===== config.mk =====
export PLATFORM = sky130hd
export DESIGN_NAME = alu_secuencial
export DESIGN_NICKNAME = d
export VERILOG_FILES = /design/src/rtl/alu_pkg.sv /design/src/rtl/mul_shift_add.sv /design/src/rtl/alu_secuencial.sv
export SDC_FILE = /design/constraint.sdc
export NUM_CORES = 1
export LEC_CHECK = 0
export BUFFER_PORTS_ARGS = -buffer_cell sky130_fd_sc_hd__buf_2
export CAP_MARGIN = 20
export CORE_ASPECT_RATIO = 2
export CORE_UTILIZATION = 25
export DETAILED_ROUTE_END_ITERATION = 8
export HOLD_SLACK_MARGIN = 0.08
export PLACE_DENSITY = 0.43
export SYNTH_ARGS = -nofsm -noshare
export SYNTH_HDL_FRONTEND = slang
export SYNTH_SLANG_ARGS = --single-unit
export TNS_END_PERCENT = 5

===== constraint.sdc =====
create_clock -name clk -period 6.84 [get_ports clk]
set_input_delay 0.342 -clock clk [delete_from_list [all_inputs] [get_ports clk]]
set_output_delay 0.342 -clock clk [all_outputs]
set_load 0.005 [all_outputs]

===== src/rtl/alu_pkg.sv =====
// Shared opcode, FSM state and flag-index definitions for alu_secuencial.
package alu_pkg;

  typedef enum logic [2:0] {
    OP_NOR  = 3'b000,
    OP_NAND = 3'b001,
    OP_ADD  = 3'b010,
    OP_SUB  = 3'b011,
    OP_ADDC = 3'b100,
    OP_SUBB = 3'b101,
    OP_XOR  = 3'b110,
    OP_MUL  = 3'b111
  } opcode_t;

  typedef enum logic [1:0] {
    IDLE = 2'd0,
    BUSY = 2'd1,
    DONE = 2'd2
  } state_t;

  // Bit positions inside the {V, C, Z, N, P} flag vector
  localparam int FLAG_V = 4;
  localparam int FLAG_C = 3;
  localparam int FLAG_Z = 2;
  localparam int FLAG_N = 1;
  localparam int FLAG_P = 0;

endpackage


===== src/rtl/mul_shift_add.sv =====
// Shift-add multiplier: operands load on start, then one multiplier bit is
// consumed per cycle for M cycles. done pulses during the last iteration and
// product presents the value that iteration produces, so the caller can
// register the final result on the same edge the iteration completes.
module mul_shift_add #(
  parameter int M = 8
) (
  input  logic             clk,
  input  logic             reset,
  input  logic             start,
  input  logic [M-1:0]     a,
  input  logic [M-1:0]     b,
  output logic             done,
  output logic [2*M-1:0]   product
);

  localparam int CW = $clog2(M);

  logic           r_busy;
  logic [CW-1:0]  r_cnt;
  logic [2*M-1:0] r_acc;
  logic [2*M-1:0] r_mcand;
  logic [M-1:0]   r_mplier;
  logic [2*M-1:0] w_acc_next;

  assign w_acc_next = r_mplier[0] ? (r_acc + r_mcand) : r_acc;
  assign done       = r_busy && (r_cnt == CW'(M - 1));
  assign product    = w_acc_next;

  // Operand load on start, otherwise one partial-product step per busy cycle
  always_ff @(posedge clk) begin
    if (reset) begin
      r_busy   <= 1'b0;
      r_cnt    <= '0;
      r_acc    <= '0;
      r_mcand  <= '0;
      r_mplier <= '0;
    end else if (start) begin
      r_busy   <= 1'b1;
      r_cnt    <= '0;
      r_acc    <= '0;
      r_mcand  <= {{M{1'b0}}, a};
      r_mplier <= b;
    end else if (r_busy) begin
      r_acc    <= w_acc_next;
      r_mcand  <= r_mcand << 1;
      r_mplier <= r_mplier >> 1;
      r_cnt    <= r_cnt + 1'b1;
      if (r_cnt == CW'(M - 1)) begin
        r_busy <= 1'b0;
      end
    end
  end

endmodule


===== src/rtl/alu_secuencial.sv =====
// Registered ALU with valid/ready handshakes, carry chaining through cin,
// accumulator operand mode and a multi-cycle multiplier.
module alu_secuencial
  import alu_pkg::*;
#(
  parameter int M = 8
) (
  input  logic         clk,
  input  logic         reset,
  input  logic         in_valid,
  output logic         in_ready,
  input  logic [M-1:0] A,
  input  logic [M-1:0] B,
  input  logic [2:0]   OpCode,
  input  logic         use_acc,
  output logic         out_valid,
  input  logic         out_ready,
  output logic [M-1:0] Result,
  output logic [4:0]   flags
);

  state_t         r_state;
  logic [M-1:0]   r_result;
  logic [M-1:0]   r_acc;
  logic [4:0]     r_flags;
  logic           r_cin;

  opcode_t        w_op;
  logic           w_accept;
  logic           w_is_mul;
  logic           w_mul_start;
  logic           w_mul_done;
  logic [2*M-1:0] w_product;
  logic [M-1:0]   w_opa;
  logic [M:0]     w_arith;
  logic           w_cin_use;
  logic           w_is_arith;
  logic [M-1:0]   w_alu_res;
  logic           w_alu_v;
  logic           w_alu_c;
  logic [M-1:0]   w_fin_res;
  logic           w_fin_v;
  logic           w_fin_c;
  logic           w_complete;
  logic [4:0]     w_flags_next;

  assign w_op        = opcode_t'(OpCode);
  assign in_ready    = !reset && ((r_state == IDLE) || ((r_state == DONE) && out_ready));
  assign out_valid   = (r_state == DONE);
  assign Result      = r_result;
  assign flags       = r_flags;
  assign w_accept    = in_valid && in_ready;
  assign w_is_mul    = (w_op == OP_MUL);
  assign w_mul_start = w_accept && w_is_mul;
  // In DONE, r_acc already holds the result being consumed this cycle
  assign w_opa       = use_acc ? r_acc : A;

  mul_shift_add #(.M(M)) u_mul (
    .clk     (clk),
    .reset   (reset),
    .start   (w_mul_start),
    .a       (w_opa),
    .b       (B),
    .done    (w_mul_done),
    .product (w_product)
  );

  // Single-cycle datapath, arithmetic carried out at M+1 bits
  always_comb begin
    w_alu_res  = '0;
    w_alu_v    = 1'b0;
    w_alu_c    = 1'b0;
    w_cin_use  = 1'b0;
    w_arith    = '0;
    w_is_arith = 1'b0;
    case (w_op)
      OP_NOR:  w_alu_res = ~(w_opa | B);
      OP_NAND: w_alu_res = ~(w_opa & B);
      OP_XOR:  w_alu_res = w_opa ^ B;
      OP_ADD, OP_ADDC: begin
        w_is_arith = 1'b1;
        w_cin_use  = (w_op == OP_ADDC) && r_cin;
        w_arith    = {1'b0, w_opa} + {1'b0, B} + {{M{1'b0}}, w_cin_use};
        w_alu_res  = w_arith[M-1:0];
        w_alu_c    = w_arith[M];
        w_alu_v    = (w_opa[M-1] == B[M-1]) && (w_alu_res[M-1] != w_opa[M-1]);
      end
      OP_SUB, OP_SUBB: begin
        w_is_arith = 1'b1;
        w_cin_use  = (w_op == OP_SUBB) && r_cin;
        w_arith    = {1'b0, w_opa} - {1'b0, B} - {{M{1'b0}}, w_cin_use};
        w_alu_res  = w_arith[M-1:0];
        // Bit M goes high exactly when Opa < B + cin (borrow out)
        w_alu_c    = w_arith[M];
        w_alu_v    = (w_opa[M-1] != B[M-1]) && (w_alu_res[M-1] != w_opa[M-1]);
      end
      default: begin
        w_alu_res = '0;
      end
    endcase
  end

  // Pick the completing source: multiplier finishing in BUSY, or a single-cycle op on accept
  always_comb begin
    w_complete = ((r_state == BUSY) && w_mul_done) || (w_accept && !w_is_mul);
    if (r_state == BUSY) begin
      w_fin_res = w_product[M-1:0];
      w_fin_v   = |w_product[2*M-1:M];
      w_fin_c   = 1'b0;
    end else begin
      w_fin_res = w_alu_res;
      w_fin_v   = w_alu_v;
      w_fin_c   = w_alu_c;
    end
    w_flags_next         = '0;
    w_flags_next[FLAG_V] = w_fin_v;
    w_flags_next[FLAG_C] = w_fin_c;
    w_flags_next[FLAG_Z] = (w_fin_res == '0);
    w_flags_next[FLAG_N] = w_fin_res[M-1];
    w_flags_next[FLAG_P] = ^w_fin_res;
  end

  // Handshake FSM
  always_ff @(posedge clk) begin
    if (reset) begin
      r_state <= IDLE;
    end else begin
      case (r_state)
        IDLE: begin
          if (w_accept) begin
            r_state <= w_is_mul ? BUSY : DONE;
          end
        end
        BUSY: begin
          if (w_mul_done) begin
            r_state <= DONE;
          end
        end
        DONE: begin
          if (out_ready) begin
            if (w_accept) begin
              r_state <= w_is_mul ? BUSY : DONE;
            end else begin
              r_state <= IDLE;
            end
          end
        end
        default: r_state <= IDLE;
      endcase
    end
  end

  // Result, flags, accumulator and carry-in update only on a completion
  always_ff @(posedge clk) begin
    if (reset) begin
      r_result <= '0;
      r_flags  <= '0;
      r_acc    <= '0;
      r_cin    <= 1'b0;
    end else if (w_complete) begin
      r_result <= w_fin_res;
      r_flags  <= w_flags_next;
      r_acc    <= w_fin_res;
      if (w_accept && w_is_arith) begin
        r_cin <= w_fin_c;
      end
    end
  end

endmodule

## Word level (Yosys, flattened, before mapping)

Cells that the tools add are included.

- Add/sub/neg operators: 6
- Multipliers: 0
- Divide/modulo/power cells: 0
- Order comparisons: 0
- Equality and inequality tests: 17
- Shifts and indexed selects: 0
- Multiplexer cells: 22
- Bitwise logic cells: 5
- Reductions and logical operators: 28

Operator list:

| kind | number |
|---|---|
| 2-to-1 mux 8 bit | 6 |
| one-hot mux 8 bit (5 select lines) | 1 |
| adder 16 bit | 1 |
| 2-to-1 mux 16 bit | 1 |
| inverter 8 bit | 2 |
| == test 3 bit (second input constant) | 5 |
| logical AND 1 bit | 12 |
| 2-to-1 mux 2 bit | 5 |
| adder 8 x 8 -> 9 bit | 1 |
| adder 9 x 1 -> 9 bit | 1 |
| subtractor 8 x 8 -> 9 bit | 1 |
| subtractor 9 x 1 -> 9 bit | 1 |
| AND 8 bit | 1 |
| logical NOT 8 bit | 1 |
| OR 8 bit | 1 |
| OR reduction 8 bit | 1 |
| XOR reduction 8 bit | 1 |
| bitwise XOR 8 bit | 1 |
| == test 3 x 2 -> 1 bit (second input constant) | 2 |
| 2-to-1 mux 1 bit | 6 |
| one-hot mux 2 bit (3 select lines) | 1 |
| OR reduction 2 bit | 3 |
| inequality test 2 bit (second input constant) | 2 |
| one-hot mux 1 bit (2 select lines) | 2 |
| 15 further kinds | 19 |

- Flip-flop bits (word level): 60
- Latch bits: 0
- Memory bits (writable): 0
- Bits in read-only memories: 0
- Input port bits: 24
- Output and inout bits: 15
- Memories kept: 0

## Depth between registers and ports, before layout

- Word-level depth: 8
- Mapped depth: 18

## Cells and area by module

A second synthesis with hierarchy kept.

- Cells, all modules: 588
- Area, all modules: 4827.1 um2

Modules (own cells, without submodules):

| module | times used | cells an instance | area each (um2) |
|---|---|---|---|
| mul_shift_add | 1 | 295 | 2541.2 |
| alu_secuencial | 1 | 293 | 2285.9 |

## Worst setup path before layout

OpenSTA, ideal clock, no wires.

- Path type: input-to-reg
- Start point: in use_acc
- End point: reg r_flags[0] (netlist: flags[0])
- Library setup time: 0.086 ns
- Data arrival time: 3.574 ns
- Data required time: 6.754 ns
- Path slack: 3.181 ns
- Stages: 16
- Path buffers: 1
- Path through: buf_6 mux2i_1 inv_1 fa_1 ha_1 a2111oi_4 nor2_2 o41ai_2 xor2_1 o22a_2 a21oi_2 nor2_1 ha_1 xnor2_1 xnor2_1 a211oi_1

- Word-level cells in the longest chain between the ends: 6
- Elaborated cells between the ends (all ways): 13
- Classes of those cells: 4 x add/sub; 3 x mux; 5 x bitwise; 1 x reduce/logical

RTL lines:

| element | RTL line | RTL |
|---|---|---|
| start, declared | alu_secuencial.sv:15 | `input logic use_acc,` |
| 2-to-1 mux 8 bit * | alu_secuencial.sv:56 | `assign w_opa = use_acc ? r_acc : A;` |
| subtractor 8 x 8 -> 9 bit (tied with other cells) | alu_secuencial.sv:91 | `w_arith = {1'b0, w_opa} - {1'b0, B} - {{M{1'b0}}, w_cin_use};` |
| subtractor 9 x 1 -> 9 bit (tied with other cells) | alu_secuencial.sv:91 |  |
| one-hot mux 8 bit (5 select lines) * | alu_secuencial.sv:76 | `case (w_op)` |
| 2-to-1 mux 8 bit * | alu_secuencial.sv:106 | `if (r_state == BUSY) begin` |
| XOR reduction 8 bit * | alu_secuencial.sv:120 | `w_flags_next[FLAG_P] = ^w_fin_res;` |
| end signal, assigned | alu_secuencial.sv:162 | `r_flags <= w_flags_next;` |
| end, declared | alu_secuencial.sv:25 | `logic [4:0] r_flags;` |

Every way passes the cells marked *; elsewhere a longest branch is shown, timed or not.
A chain may end at the register's enable or synchronous reset.

## Final worst setup path

Ends and elaborated chain as after synthesis.

==> run metrics <==
Req. time, crit path 7090 ps; Tightest Pin Transition 1070 ps; starting density of the core 25.6%; GRT overflow 0; Tcrit/Tclk final 56.7%; Setup Buffers After CTS 0; Via-to-Cell Ratio 5.07; Primary FF master, synth dfxtp_1; hold-fix buffers at CTS 0; CTS clock-pin slew for the worst setup and hold paths 50 ps; Hold Path Stages 4; Final Hold Viols 0; Max Clock Freq 258 MHz; Setup WS post-layout 2960 ps; top-count cell post-synth nor2_1; Placement Setup Slack 2610 ps; Synth Area in Simple Gates 17.4%; Post-synth top cells nor2_1, dfxtp_1, ha_1, nand2_1, a21oi_1; Power Total 1.10 mW; Layout Cells excl Fill 872; mean area per synthesized cell 8.21 um^2; vias in the first global route 4,657; yosys warns 0; Post-synth ARST share 0%; Synth Area in Compound Gates 23.0%; flop-to-flop setup slack 2980 ps; Post-Synth XOR/XNOR Area 3.80%; Post-Syn Area 4840 um^2; GR Util All Layers 17.2%; Mapped Cells 590; core area 18,900 um^2; CP endpoint kind flip-flop; Worst Hold Class in -> reg; worst clock skew 7.87 ps; CTS Buf Count 9; port bufs 38; Clock Latency Late Sink 340 ps; post-synth cell types 68; design area 5510 um^2; CTS tree built; Crit Path Max Fanout 8; Die X 100 um; final wirelength 16,200 um; drc violations 0; Leak 2.20 nW; # diodes 0; die area 20,000 um^2; initial antenna violation count 0; site row count 71; Die Height 199 um; Syn-to-layout area delta 13.8%; post-DP HPWL 13,000 um; number of synthesized register bits 59; sequential share of the synthesized area 24.4%; Max VDD drop 0.0702 mV; pwr/cell area 200 nW/um^2; Reg2Reg Depth 14; largest net degree at the start of global routing 36; DRT Pass-1 Iters 5; startpoint types input pin; final slew viol count 0; # clock sinks 59; Synth area leaders dfxtp_1, ha_1, mux2i_1; EDFF count, synth 0; post-CTS sizing 0; layout cells sized above 1 13.5%; final estimated routing congestion in global placement 0.918; CP Class in -> reg; Max-cap violations 0; placed cell area 5200 um^2; post-synth top area share 24.4%; H-tree levels 3; Tmin final 3880 ps; worst-case clock buffer depth 2; biggest area consumer among synthesized cells dfxtp_1; worst hold margin 278 ps; Via Count 4,422; Routed Antenna Nets 0; Root Buffer clkbuf_16; Crit path arrival time 4130 ps; status finished clean; Finished Core Util 29.1%; setup TNS 0 ps; RSZ-0062 raised after global routing no; fraction of synthesized area in multiplexers 10.1%; post-DR wirelength/cell 18.5 um; area share of fa/ha/maj cells after synthesis 15.3%; Post-Syn Nets 668; relative slew slack 28.8%; main combinational cell family by area after synthesis compound AO/OA/AOI/OAI gates; DP Cell Count 857; Final nets 691; I/O pins 39; initial drt markers 133; first-pass GRT wire length 25,200 um; endpoints failing setup 0
==> kinds of logic after synthesis <==
| family | count (synthesis) |
|---|---|
| compound gates | 157 |
| xor+xnor | 21 |
| fa+ha+maj | 57 |
| buf+inv | 59 |
| flops | 59 |
| mux | 47 |
| simple gates | 190 |
==> state kept, by name (all words and copies together), names as in the netlist <==
register and cells:
u_mul.r_mplier 8, r_cin 1, u_mul.r_mcand 16, u_mul.r_busy 1, flags 5, r_state 2
u_mul.r_cnt 3, r_acc 7, u_mul.r_acc 16
==> metal layers <==
layer | vias up | routed length, um | track usage [%]
met2 | 113 | 9300 | 33.7
met1 | 2102 | 5140 | 14.8
met3 | 52 | 488 | 2.14
met5 | - | 0 | 0
li1 | 2155 | - | -
met4 | 0 | 1230 | 14.6
==> final cells by class <==
cell class                 count  area (um^2)
inverter                      31          116
timing repair buffer          40          205
fill                        2049        13400
clock buffer                  14          284
multi-input combinational    472         3370
tap                          255          319
clock inverter                 1         30.0
sequential                    59         1180
==> critical path, cell delays in order <==
cell	delay, ps
buf_2	260
mux2i_1	470
inv_1	150
fa_1	470
ha_1	350
a2111oi_4	320
nor2_2	100
nor2_1	270
mux2i_1	260
a31oi_1	110
a21oi_1	260
ha_1	300
xnor2_1	170
xnor2_1	90
a211oi_1	210
==> path summary, 6_finish.rpt <==
kind,startpoint,end
setup reg to reg,r_acc[0],flags[0]
setup / recovery,use_acc,flags[0]
hold reg to reg,flags[3],flags[3]
hold / removal,out_ready,r_state[1]
==> where the power goes <==
group          internal [mW]  total [mW]  switching, mW
clock network          0.319       0.478          0.158
registers              0.353       0.362        0.00902
logic                  0.106       0.262          0.155
total                  0.778        1.10          0.323
==> layout by cell type, fill, tap and decap left out, types with 5 or more instances in the layout <==
cell       Yosys  routed
a22oi_1        6       6
fa_1           5       5
o21a_1         9       9
ha_1          49      49
nor2_1        85      85
buf_2          3      38
nand2_1       44      44
nor2b_1        8       8
mux2_2        10      10
xnor2_1       14      14
a21oi_1       41      41
nor3_1        14      14
o31ai_1        5       5
clkbuf_16      0       9
nand3_1       11      11
o21ai_0       17      17
xor2_1         7       7
a21o_1         7       7
inv_1         31      31
nand2b_1       5       5
mux2i_1       36      36
a211oi_1      30      30
dfxtp_1       59      58
Note: power is estimated with default switching activity, not from simulation.
